==> src/rtl/spi_mst_pkg.sv <==
// Shared types and widths for the SPI register-access master.
// Holds the FSM state encoding, frame/field widths and the frame builder.
package spi_mst_pkg;

  localparam int FRAME_W   = 16;
  localparam int ADDR_W    = 7;
  localparam int DATA_W    = 8;
  localparam int DIV_CNT_W = 8;
  localparam int BIT_CNT_W = 5;
  localparam int GAP_CNT_W = 8;

  typedef enum logic [1:0] {
    ST_IDLE,
    ST_SHIFT,
    ST_HOLD,
    ST_GAP
  } state_t;

  // Reads carry a zero data byte so the slave sees a clean command phase.
  function automatic logic [FRAME_W-1:0] build_frame(
    input logic              wr,
    input logic [ADDR_W-1:0] addr,
    input logic [DATA_W-1:0] wdata
  );
    logic [DATA_W-1:0] data_byte;
    data_byte = wr ? wdata : {DATA_W{1'b0}};
    return {wr, addr, data_byte};
  endfunction

endpackage

==> src/rtl/spi_mst_clkdiv.sv <==
// SCLK half-period divider: while enabled, emits a one-cycle tick on the
// last system cycle of every CLK_DIV-cycle phase; restarts from zero when idle.
module spi_mst_clkdiv
  import spi_mst_pkg::*;
#(
  parameter int CLK_DIV = 4
) (
  input  logic i_clk,
  input  logic i_rst_n,
  input  logic i_en,
  output logic o_tick
);

  localparam logic [DIV_CNT_W-1:0] LAST_CNT = DIV_CNT_W'(CLK_DIV - 1);

  logic [DIV_CNT_W-1:0] div_cnt;

  assign o_tick = i_en && (div_cnt == LAST_CNT);

  always_ff @(posedge i_clk) begin
    if (!i_rst_n || !i_en || o_tick) begin
      div_cnt <= '0;
    end else begin
      div_cnt <= div_cnt + DIV_CNT_W'(1);
    end
  end

endmodule

==> src/rtl/spi_mst.sv <==
// SPI mode-0 master issuing fixed 16-bit register frames (wr, addr, data)
// with a CSB-high gap between frames and a one-cycle response pulse.
module spi_mst
  import spi_mst_pkg::*;
#(
  parameter int CLK_DIV = 4,
  parameter int GAP_CYC = 8
) (
  input  logic              i_clk,
  input  logic              i_rst_n,
  input  logic              i_req_vld,
  output logic              o_req_rdy,
  input  logic              i_req_wr,
  input  logic [ADDR_W-1:0] i_req_addr,
  input  logic [DATA_W-1:0] i_req_wdata,
  output logic              o_rsp_vld,
  output logic [DATA_W-1:0] o_rsp_rdata,
  output logic              o_busy,
  output logic              o_spi_sclk,
  output logic              o_spi_csb,
  output logic              o_spi_mosi,
  input  logic              i_spi_miso
);

  localparam logic [BIT_CNT_W-1:0] LAST_BIT = BIT_CNT_W'(FRAME_W - 1);
  localparam logic [GAP_CNT_W-1:0] LAST_GAP = GAP_CNT_W'(GAP_CYC - 1);

  state_t               state_q, state_d;
  logic                 rdy_q, rdy_d;
  logic                 sclk_q, sclk_d;
  logic                 csb_q, csb_d;
  logic [FRAME_W-1:0]   tx_q, tx_d;
  logic [DATA_W-1:0]    rx_q, rx_d;
  logic [BIT_CNT_W-1:0] bit_cnt_q, bit_cnt_d;
  logic [GAP_CNT_W-1:0] gap_cnt_q, gap_cnt_d;
  logic                 first_high_q, first_high_d;
  logic                 rsp_vld_q, rsp_vld_d;
  logic [DATA_W-1:0]    rsp_rdata_q, rsp_rdata_d;
  logic                 div_en;
  logic                 div_tick;

  spi_mst_clkdiv #(
    .CLK_DIV (CLK_DIV)
  ) u_clkdiv (
    .i_clk   (i_clk),
    .i_rst_n (i_rst_n),
    .i_en    (div_en),
    .o_tick  (div_tick)
  );

  assign div_en      = (state_q == ST_SHIFT) || (state_q == ST_HOLD);
  assign o_req_rdy   = rdy_q;
  assign o_busy      = !rdy_q;
  assign o_spi_sclk  = sclk_q;
  assign o_spi_csb   = csb_q;
  assign o_spi_mosi  = tx_q[FRAME_W-1];
  assign o_rsp_vld   = rsp_vld_q;
  assign o_rsp_rdata = rsp_rdata_q;

  always_ff @(posedge i_clk) begin
    if (!i_rst_n) begin
      state_q      <= ST_IDLE;
      rdy_q        <= 1'b0;
      sclk_q       <= 1'b0;
      csb_q        <= 1'b1;
      tx_q         <= '0;
      rx_q         <= '0;
      bit_cnt_q    <= '0;
      gap_cnt_q    <= '0;
      first_high_q <= 1'b0;
      rsp_vld_q    <= 1'b0;
      rsp_rdata_q  <= '0;
    end else begin
      state_q      <= state_d;
      rdy_q        <= rdy_d;
      sclk_q       <= sclk_d;
      csb_q        <= csb_d;
      tx_q         <= tx_d;
      rx_q         <= rx_d;
      bit_cnt_q    <= bit_cnt_d;
      gap_cnt_q    <= gap_cnt_d;
      first_high_q <= first_high_d;
      rsp_vld_q    <= rsp_vld_d;
      rsp_rdata_q  <= rsp_rdata_d;
    end
  end

  // MOSI is the MSB of tx, so shifting tx at the end of a high phase is the
  // only place the line can change: the start of the next bit's low phase.
  always_comb begin
    state_d      = state_q;
    sclk_d       = sclk_q;
    csb_d        = csb_q;
    tx_d         = tx_q;
    rx_d         = rx_q;
    bit_cnt_d    = bit_cnt_q;
    gap_cnt_d    = gap_cnt_q;
    first_high_d = 1'b0;
    rsp_vld_d    = 1'b0;
    rsp_rdata_d  = rsp_rdata_q;

    case (state_q)
      ST_IDLE: begin
        if (i_req_vld && rdy_q) begin
          state_d   = ST_SHIFT;
          csb_d     = 1'b0;
          sclk_d    = 1'b0;
          tx_d      = build_frame(i_req_wr, i_req_addr, i_req_wdata);
          rx_d      = '0;
          bit_cnt_d = '0;
        end
      end

      ST_SHIFT: begin
        // Bits 7..0 are the ones with bit_cnt in 8..15.
        if (first_high_q && bit_cnt_q[3]) begin
          rx_d = {rx_q[DATA_W-2:0], i_spi_miso};
        end
        if (div_tick) begin
          if (!sclk_q) begin
            sclk_d       = 1'b1;
            first_high_d = 1'b1;
          end else begin
            sclk_d    = 1'b0;
            bit_cnt_d = bit_cnt_q + BIT_CNT_W'(1);
            if (bit_cnt_q == LAST_BIT) begin
              state_d = ST_HOLD;
            end else begin
              tx_d = {tx_q[FRAME_W-2:0], 1'b0};
            end
          end
        end
      end

      ST_HOLD: begin
        if (div_tick) begin
          state_d     = ST_GAP;
          csb_d       = 1'b1;
          rsp_vld_d   = 1'b1;
          rsp_rdata_d = rx_q;
          gap_cnt_d   = '0;
        end
      end

      ST_GAP: begin
        if (gap_cnt_q == LAST_GAP) begin
          state_d = ST_IDLE;
        end else begin
          gap_cnt_d = gap_cnt_q + GAP_CNT_W'(1);
        end
      end

      default: begin
        state_d = ST_IDLE;
        csb_d   = 1'b1;
        sclk_d  = 1'b0;
      end
    endcase
  end

  // Ready is registered so it stays low through the reset cycles and rises
  // on the first cycle after release, then tracks IDLE exactly.
  always_comb begin
    rdy_d = (state_d == ST_IDLE);
  end

endmodule

==> config.mk <==
export PLATFORM = sky130hd
export DESIGN_NAME = spi_mst
export DESIGN_NICKNAME = d
export VERILOG_FILES = /design/src/rtl/spi_mst_pkg.sv /design/src/rtl/spi_mst_clkdiv.sv /design/src/rtl/spi_mst.sv
export SDC_FILE = /design/constraint.sdc
export NUM_CORES = 1
export LEC_CHECK = 0
export ABC_AREA = 0
export CAP_MARGIN = 20
export CORE_MARGIN = 1
export CORE_UTILIZATION = 55
export CTS_CLUSTER_DIAMETER = 80
export DETAILED_ROUTE_END_ITERATION = 6
export PLACE_DENSITY_LB_ADDON = 0.15
export SYNTH_ARGS = -nofsm -noshare
export SYNTH_HDL_FRONTEND = slang
export SYNTH_SLANG_ARGS = --single-unit
==> constraint.sdc <==
create_clock -name i_clk -period 3.67 [get_ports i_clk]
set_clock_uncertainty 0.2 [all_clocks]
set_input_delay 0.5505 -clock i_clk [delete_from_list [all_inputs] [get_ports i_clk]]
set_output_delay 0.5505 -clock i_clk [all_outputs]
set_load 0.05 [all_outputs]
### Yosys cells after proc, flatten, opt, wreduce, memory -nomap -nowiden

Index checks and enable logic that the tools add are counted.

* $add $sub $neg: 3
* equality and inequality tests: 13
* muxes and demuxes: 30
* reduce and logical (&&, ||, !) cells: 23

Operator list (count)
* $mux 16: 4
* $mux 8: 5
* $pmux 16 s2: 1
* $pmux 8 s2: 2
* $add 8x1->8 const B: 2
* $mux 5: 3
* $reduce_and 3->1: 5
* $mux 2: 6
* $pmux 5 s2: 1
* $eq 8x2->1 const B: 1
* $eq 8x3->1 const B: 1
* $ne 2x2->1 const B: 4
* $pmux 2 s4: 1
* $ne 2x1->1 const B: 3
* $reduce_bool 2->1: 3
* $add 5x1->5 const B: 1
* $eq 5x4->1 const B: 1
* $mux 1: 5
* $reduce_and 5->1: 1
* $eq 2x2->1 const B: 2
* $logic_not 2->1: 2
* $pmux 1 s2: 2
* $reduce_and 2->1: 2
* $reduce_and 4->1: 1
* 4 further kinds: 10

* register bits: 60
* input bits: 20
* output and inout port bits: 14
* word-level logic and storage cells: 81

### Longest topological paths before layout

Gate-level depths: netlist of the first run.

* word-level depth: 6
* depth in mapped cells: 9
* mapped depth without buffers: 7

### Hierarchy

A second synthesis of the first run with hierarchy kept.

* cell total of the unflattened synthesis: 320
* area total of the unflattened synthesis: 2802.7 sq um

By module, submodules not included
* spi_mst: instances 1, cells each 281, area each 2444.8 sq um, sequential area each 1041.0 sq um
* spi_mst_clkdiv: instances 1, cells each 39, area each 357.8 sq um, sequential area each 160.2 sq um

### Worst setup path before layout of the first run

OpenSTA, ideal clock, no wires.

* path kind: register to register
* from: register state_q[0]
* to: register tx_q[10]
* setup time: 146 ps
* data arrival time: 2143 ps
* required time: 3324 ps
* slack: 1180 ps
* cell stages (with the launch flop): 10
* path buffers: 3
* period minus slack after synthesis: 2490 ps
* cells stage by stage: dfxtp_1 > inv_1 > ha_1 > or4bb_1 > clkbuf_1 > o41ai_4 > and2_1 > buf_6 > buf_12 > a211oi_2

* cells in the longest elaborated chain, start to end: 5
* elaborated cells between the ends (all ways): 12
* classes of those cells: 6 x eq/ne; 1 x mux; 5 x reduce/logical

RTL lines
* start: declaration: line spi_mst.sv:28 `state_t state_q, state_d;`
* start signal: assignment: line spi_mst.sv:74 `state_q <= state_d;`
* $eq 2x1->1 or $eq 2x2->1 (tied branches): line spi_mst.sv:51, spi_mst.sv:102
* $logic_or 1x1->1: line spi_mst.sv:51 `assign div_en = (state_q == ST_SHIFT) || (state_q == ST_HOLD);`
* $logic_and 1x1->1: line spi_mst_clkdiv.sv:18 `assign o_tick = i_en && (div_cnt == LAST_CNT);`
* $ne 2x1->1 (no line)
* $reduce_and 5->1 (no line)
* end signal: assignment: line spi_mst.sv:78 `tx_q <= tx_d;`
* end: declaration: line spi_mst.sv:32 `logic [FRAME_W-1:0] tx_q, tx_d;`

Parallel ways exist; a longest one is shown, timed or not.
A chain may end at the register's enable or synchronous reset.

### Final worst setup path of the first run

* from: register state_q[0]
* to: register tx_q[7]

Same word-level chain as after synthesis.

==> out/qor.tcl, run 1 <==
set qor(timing.final.crit_share) 0.823
set qor(buffer_ports.inserted) 33
set qor(synth_ff_type) {sky130_fd_sc_hd__dfxtp_1}
set qor(worstSetupStartpointType) {register}
set qor(min_period_ns) 3.02
set qor(ratio_of_cells_with_drive_above_1_in_the_final_layout) 0.109
set qor(setup-tns-final_ns) 0
set qor(wl_per_cell_um) 14.5
set qor(cts_tree) {done}
set qor(detail_route.wirelength_um) 6470
set qor(hold_path.startpoint) {o_rsp_rdata[7]}
set qor(grt_pass1_vias) 2413
set qor(design.die.area_mm2) 0.00582
set qor(power.ir.vdd_worst_mv) 0.310
set qor(adder_and_majority_gate_portion_of_the_synthesized_area) 0.0371
set qor(tritoncts.num_buffers) 9
set qor(ant_nets) 0
set qor(worst_slew_pin_slew_ns) 0.693
set qor(hold_path.class) {reg -> reg}
set qor(antenna_violations_before_repair) 0
set qor(grt_pass1_wl_um) 11100
set qor(clk_pin_slew_worst_paths_ns) 0.07
set qor(critical_path.endpoint_type) {register}
set qor(fp.dieH_um) 76.3
set qor(grt_max_degree) 21
set qor(ctsHtreeMaxLevel) 3
set qor(mean_syn_cell_area_um2) 8.88
set qor(largest_family_of_logic_cells_by_synthesized_area) {compound AO/OA/AOI/OAI gates}
set qor(parity_gate_share_of_the_synthesized_area_counting_xor_and_xnor_cells) 0.0202
set qor(rsz_0062_raised_after_global_routing) {no}
set qor(critPathKind) {reg -> reg}
set qor(max_cap_violations) 0
set qor(critical_path.reg2reg.startpoint) {state_q[0]}
set qor(timing.critical_path.to) {tx_q[7]}
set qor(core_mm2) 0.00520
set qor(synth-async-reset-ratio) 0
set qor(synth.mux.area_fraction) 0.0527
set qor(clock-sinks) 60
set qor(initial_utilization) 0.583
set qor(area_growth_pct) 18.7
set qor(first_pass_iters) 4
set qor(worst-r2r-cell-count) 7
set qor(final-hold-violation-count) 0
set qor(dp.final_hpwl_um) 4390
set qor(gp_routability_congestion) 0.846
set qor(synth_compound_gate_area_share) 0.227
set qor(status) {completed}
set qor(synthesis.instances) 342
set qor(holdBufCountCts) 0
set qor(synth_seq_cells) 60
set qor(final-max-slew-violation-count) 0
set qor(path_max_fanout) 16
set qor(power_density_mw_per_mm2) 433
set qor(track_usage) 0.238
set qor(drt_iter0_drc) 157
set qor(final_core_util) 0.692
set qor(timing.slew.headroom) 0.538
set qor(clock.fmax_ghz) 0.331
set qor(worstSkewPairLatency_ns) 0.33
set qor(drc) 0
set qor(top_level_ports) 34
set qor(nNetsFinal) 401
set qor(simple_logic_cell_fraction_of_the_synthesized_area) 0.212
set qor(netlist-cell-type-count) 53
set qor(ctsLongestPathBuffers) 2
set qor(synth.yosys.seq_area_share) 0.396
set qor(root_buffer) {sky130_fd_sc_hd__clkbuf_8}
set qor(finalSetupViolations) 0
set qor(cts_resized) 0
set qor(crit_arrival_ns) 3.00
set qor(post_cts_buffers) 0
set qor(setup.reg_to_reg.worst_slack_ns) 0.65
set qor(crit-reg2reg-capture) {tx_q[7]}
set qor(crit_required_ns) 3.65
set qor(grt_remaining_overflow) 0
set qor(antenna_diode_count) 0
set qor(post_drt_via_cell_ratio) 5.85
set qor(num_rows) 26
set qor(total_leakage_power_nw) 1.22
set qor(die_x_um) 76.3
set qor(worst_setup_path_startpoint) {state_q[0]}
set qor(synthesis.nets) 371
set qor(route.vias.total) 2613
set qor(post_synth_edffs) 0
set qor(yosysWarnings) 0
set qor(synth_area_mm2) 0.00304
[worst max-delay path: stages, from the launching register on]
cell,delay [ns]
sky130_fd_sc_hd__dfxtp_1,0.41
sky130_fd_sc_hd__inv_1,0.11
sky130_fd_sc_hd__ha_1,0.31
sky130_fd_sc_hd__or4bb_1,0.58
sky130_fd_sc_hd__o41ai_4,0.25
sky130_fd_sc_hd__buf_4,0.25
sky130_fd_sc_hd__and2_1,0.58
sky130_fd_sc_hd__a311oi_1,0.18
[how the worst min path moves through the flow]
stage / to / cells after the start / slack (ns)
after detailed placement: o_rsp_rdata[2] / 2 / 0.25
final: o_rsp_rdata[7] / 2 / 0.26
after floorplan: o_rsp_rdata[7] / 2 / 0.23
after global routing: o_rsp_rdata[6] / 2 / 0.28
after CTS: o_rsp_rdata[2] / 2 / 0.26
after global placement: o_rsp_rdata[4] / 2 / 0.24
[metrics by stage]
stage                     worst slack (ns)  total power [mW]  hold slack (ns)  std cells  instance area, um^2
final                                0.648              1.56            0.255        447                 3600
after global routing                 0.471              1.63            0.277        447                 3600
after CTS                            0.653              1.57            0.257        447                 3600
after detailed placement             0.651             0.926            0.247        431                 3390
after global placement               0.723             0.923            0.243        431                 3390
after floorplan                       1.18             0.869            0.231        342                 3040
[cells by family after synthesis]
| logic type | Yosys count |
|---|---|
| xor gates and xnor gates | 7 |
| and+or+nand+nor | 122 |
| muxes | 16 |
| AOI/OAI and AO/OA | 93 |
| DFF | 60 |
| buffers and inverters | 35 |
| adders and majority gates | 9 |
[sequential cells by signal (all words and copies together), names as in the netlist]
register          cells
tx_q                 16
gap_cnt_q             8
o_rsp_rdata           8
rx_q                  8
u_clkdiv.div_cnt      8
bit_cnt_q             5
state_q               2
first_high_q          1
o_req_rdy             1
o_rsp_vld             1
o_spi_csb             1
o_spi_sclk            1
[report_power, final]
group          switching [mW]  total [mW]  internal (mW)  leakage, nW
clock                   0.264       0.646          0.382        0.107
sequential             0.0170       0.694          0.677        0.486
combinational           0.127       0.219         0.0921        0.629
[cell type report]
cell class	count	area, um^2
Clock buffer	10	128
Tap cell	70	87.6
Fill cell	447	1600
Sequential cell	60	1200
Inverter	14	52.6
Timing Repair Buffer	40	383
Multi-Input combinational cell	247	1670
Clock inverter	6	86.3
[layer usage]
metal	part of all wire	wire (um)	global-route usage
met3	0.044	284	0.0443
met2	0.45	2930	0.375
met1	0.48	3130	0.317
met4	0.020	129	0.106
met5	0	0	0
[cells in the final DEF, fill, tap and decap left out, types with 2 or more instances in the layout]
cell and instances:
sky130_fd_sc_hd__a211oi_2 10, sky130_fd_sc_hd__a31oi_1 4, sky130_fd_sc_hd__xnor2_1 2, sky130_fd_sc_hd__and2_1 11, sky130_fd_sc_hd__nor2b_1 2, sky130_fd_sc_hd__nand4_1 2
sky130_fd_sc_hd__o21a_1 4, sky130_fd_sc_hd__a22oi_1 7, sky130_fd_sc_hd__o32ai_1 2, sky130_fd_sc_hd__a311oi_1 3, sky130_fd_sc_hd__mux2i_1 16, sky130_fd_sc_hd__nor3_1 4
sky130_fd_sc_hd__or3_1 2, sky130_fd_sc_hd__nor4_1 6, sky130_fd_sc_hd__a21oi_1 32, sky130_fd_sc_hd__nand3_1 16, sky130_fd_sc_hd__clkinv_2 2, sky130_fd_sc_hd__o21ai_0 8
sky130_fd_sc_hd__clkdlybuf4s50_1 33, sky130_fd_sc_hd__or4_1 4, sky130_fd_sc_hd__a211oi_1 3, sky130_fd_sc_hd__nand4b_1 2, sky130_fd_sc_hd__buf_4 7, sky130_fd_sc_hd__o31a_1 4
sky130_fd_sc_hd__o311ai_0 2, sky130_fd_sc_hd__nor2_1 21, sky130_fd_sc_hd__and3_1 7, sky130_fd_sc_hd__o211ai_1 5, sky130_fd_sc_hd__xor2_1 5, sky130_fd_sc_hd__nand2_1 32
sky130_fd_sc_hd__dfxtp_1 60, sky130_fd_sc_hd__ha_1 9, sky130_fd_sc_hd__nand2b_1 4, sky130_fd_sc_hd__clkbuf_8 9, sky130_fd_sc_hd__inv_1 13, sky130_fd_sc_hd__bufinv_16 2
sky130_fd_sc_hd__nand3b_1 2
[cells in the mapped netlist, drive strengths merged, types with 2 or more instances]
| cell | n | share of area |
|---|---|---|
| o311ai | 2 | 0.0058 |
| ha | 9 | 0.037 |
| nand4b | 2 | 0.0058 |
| nand3 | 16 | 0.026 |
| nand4 | 2 | 0.0041 |
| nor2b | 2 | 0.0041 |
| mux2i | 16 | 0.053 |
| clkbuf | 15 | 0.019 |
| and3 | 7 | 0.014 |
| nor4 | 6 | 0.012 |
| or3 | 2 | 0.0041 |
| or4 | 4 | 0.0099 |
| xor2 | 5 | 0.014 |
| a21oi | 32 | 0.053 |
| a31oi | 4 | 0.0082 |
| a311oi | 3 | 0.0087 |
| and2 | 11 | 0.023 |
| a211oi | 13 | 0.049 |
| o211ai | 5 | 0.012 |
| nor3 | 5 | 0.0099 |
| o21ai | 8 | 0.013 |
| inv | 13 | 0.016 |
| nand3b | 2 | 0.0049 |
| xnor2 | 2 | 0.0058 |
| nor2 | 21 | 0.026 |
| a22oi | 7 | 0.017 |
| buf | 6 | 0.020 |
| nand2b | 4 | 0.0082 |
| dfxtp | 60 | 0.40 |
| o21a | 4 | 0.0099 |
| nand2 | 32 | 0.040 |
| o32ai | 2 | 0.0058 |
| o31a | 5 | 0.015 |
No activity file was read; power rests on OpenSTA's default activity.
==> run 2: changes to the inputs <==
==> constraint.sdc (replaced) <==
create_clock -name i_clk -period 3.11 [get_ports i_clk]
set_clock_uncertainty 0.2 [all_clocks]
set_input_delay 0.4665 -clock i_clk [delete_from_list [all_inputs] [get_ports i_clk]]
set_output_delay 0.4665 -clock i_clk [all_outputs]
set_load 0.05 [all_outputs]
==> run 2 against run 1 <==
Count of clock-buffer cells in the layout grew 2. Maximum frequency grew 15%. Wire length grew 2.7%. Cell count grew 0.22%. Register-to-register slack lost 0.17 ns. Sequential share of layout area is essentially flat. Non-clock buffer count grew 3. Sequential cell count is the same. Via count grew 1.1%. Clock power grew 7.3%. Largest cell class unchanged.
==> out/qor.tcl, run 2 (synthesis results as in run 1) <==
set qor(gp_routability_congestion) 0.873
set qor(finalSetupViolations) 0
set qor(top_level_ports) 34
set qor(crit_arrival_ns) 2.66
set qor(dp.final_hpwl_um) 4500
set qor(timing.slew.headroom) 0.577
set qor(crit-reg2reg-capture) {gap_cnt_q[3]}
set qor(tritoncts.num_buffers) 9
set qor(globalRouteMet3Util) 0.0623
set qor(clk_pin_slew_worst_paths_ns) 0.07
set qor(power_density_mw_per_mm2) 494
set qor(layout_commonest_cell) {sky130_fd_sc_hd__dfxtp_1}
set qor(mostFrequentLayoutCells) {sky130_fd_sc_hd__dfxtp_1 (60), sky130_fd_sc_hd__clkdlybuf4s50_1 (33), sky130_fd_sc_hd__nand2_1 (32), sky130_fd_sc_hd__a21oi_1 (32), sky130_fd_sc_hd__nor2_1 (21)}
set qor(die_x_um) 76.3
set qor(detail_route.wirelength_um) 6640
set qor(global_route.usage.met1) 0.324
set qor(hold_path.startpoint) {o_rsp_rdata[6]}
set qor(swShare) 0.261
set qor(p_switching_mw) 0.464
set qor(post-route-worst-setup-slack_ns) 0.482
set qor(grt_most_used_layer) {met2}
set qor(worstSetupStartpointType) {register}
set qor(holdBufCountCts) 0
set qor(final_core_util) 0.692
set qor(largest_register_ffs) 16
set qor(cts_resized) 0
set qor(initial_utilization) 0.583
set qor(power.ir.vdd_worst_mv) 0.365
set qor(finalNonFillerCells) 448
set qor(p_total_mw) 1.78
set qor(clock.fmax_ghz) 0.380
set qor(ctsLongestPathBuffers) 2
set qor(dp.cells) 434
set qor(route.vias.total) 2642
set qor(grt_pass1_vias) 2440
set qor(min_period_ns) 2.63
set qor(setup-tns-final_ns) 0
set qor(total_leakage_power_nw) 1.23
set qor(grt_remaining_overflow) 0
set qor(ratio_of_cells_with_drive_above_1_in_the_final_layout) 0.111
set qor(drc) 0
set qor(area_growth_pct) 18.6
set qor(antenna_violations_before_repair) 0
set qor(clock-sinks) 60
set qor(power.clock.fraction) 0.390
set qor(post_cts_buffers) 0
set qor(crit_required_ns) 3.14
set qor(critical_path.reg2reg.startpoint) {state_q[0]}
set qor(status) {completed}
set qor(first_pass_iters) 4
set qor(place_worst_setup_slack_ns) 0.524
set qor(worst_slew_pin_slew_ns) 0.629
set qor(post_drt_via_cell_ratio) 5.90
set qor(path_max_fanout) 8
set qor(antenna_diode_count) 0
set qor(p_int_mw) 1.31
set qor(ant_nets) 0
set qor(timing.final.crit_share) 0.845
set qor(hold_path.class) {reg -> reg}
set qor(fp.dieH_um) 76.3
set qor(num_rows) 26
set qor(critPathKind) {reg -> reg}
set qor(final-hold-violation-count) 0
set qor(setup.reg_to_reg.worst_slack_ns) 0.48
set qor(ctsHtreeMaxLevel) 3
set qor(cts_tree) {done}
set qor(critical_path.endpoint_type) {register}
set qor(met2_usage) 0.401
set qor(hold_path_depth) 2
set qor(drt_iter0_drc) 196
set qor(worst-r2r-cell-count) 6
set qor(pwr-share-comb) 0.149
set qor(max_flop_register) {tx_q}
set qor(rsz_0062_raised_after_global_routing) {no}
set qor(final-max-slew-violation-count) 0
set qor(worstSkewPairLatency_ns) 0.34
set qor(grt_pass1_wl_um) 11600
set qor(grt_max_degree) 35
set qor(seq_power_share) 0.461
set qor(track_usage) 0.247
set qor(root_buffer) {sky130_fd_sc_hd__clkbuf_8}
set qor(min_delay_worst_endpoint) {o_rsp_rdata[6]}
set qor(design.die.area_mm2) 0.00582
set qor(nNetsFinal) 404
set qor(buffer_ports.inserted) 33
set qor(core_mm2) 0.00520
set qor(wl_per_cell_um) 14.8
set qor(max_cap_violations) 0
run 2: cell types whose count changed in the layout (fill, tap and decap cells not counted):
| cell | change |
|---|---|
| sky130_fd_sc_hd__buf_4 | +3 |
| sky130_fd_sc_hd__clkinvlp_4 | -1 |
| sky130_fd_sc_hd__bufinv_16 | -1 |
| sky130_fd_sc_hd__clkinv_2 | -1 |
| sky130_fd_sc_hd__clkbuf_8 | +2 |
| sky130_fd_sc_hd__inv_6 | -1 |
run 2: area by class of cell:
type / count / area [um^2]
sequential: 60 / 1200
inverter: 14 / 52.6
multi-input combinational: 247 / 1670
clock inverter: 2 / 35.0
clock buffer: 12 / 155
timing repair buffer: 43 / 405
fill: 455 / 1600
tap: 70 / 87.6
run 2: power by group through the flow:
stage / clock network, mW / logic [mW] / registers (mW)
floorplan: 0 / 0.178 / 0.848
global placement: 0 / 0.257 / 0.835
detailed placement: 0 / 0.262 / 0.836
CTS: 0.704 / 0.264 / 0.820
global route: 0.735 / 0.290 / 0.824
finish: 0.693 / 0.265 / 0.820
run 2: worst max-delay path by stage:
stage | startpoint | slack [ns] | end | cells past startpoint
after floorplan | state_q[0] | 0.62 | tx_q[10] | 9
after global placement | state_q[0] | 0.61 | gap_cnt_q[3] | 6
after detailed placement | state_q[0] | 0.52 | gap_cnt_q[3] | 6
after CTS | state_q[0] | 0.50 | tx_q[14] | 7
after global routing | state_q[0] | 0.32 | o_req_rdy | 6
final | state_q[0] | 0.48 | gap_cnt_q[3] | 6
run 2: per-layer routing:
| layer | routed length (um) | up-vias | share of wire |
|---|---|---|---|
| li1 | - | 1314 | - |
| met1 | 3120 | 1260 | 0.47 |
| met2 | 3150 | 62 | 0.47 |
| met3 | 305 | 6 | 0.046 |
| met4 | 70 | 0 | 0.011 |
| met5 | 0 | - | 0 |
run 2: through the flow:
stage | hold slack, ns | cell area [um^2]
2_1_floorplan | 0.231 | 3040
3_3_place_gp | 0.242 | 3410
3_5_place_dp | 0.248 | 3410
4_1_cts | 0.256 | 3600
5_1_grt | 0.275 | 3600
6_report | 0.252 | 3600
run 2: worst max-delay path, cell delays in order (launching register included):
cell	delay, ns
sky130_fd_sc_hd__dfxtp_1	0.42
sky130_fd_sc_hd__inv_1	0.11
sky130_fd_sc_hd__ha_1	0.31
sky130_fd_sc_hd__or4bb_1	0.60
sky130_fd_sc_hd__o31a_2	0.38
sky130_fd_sc_hd__o31a_1	0.30
sky130_fd_sc_hd__o21ba_2	0.21
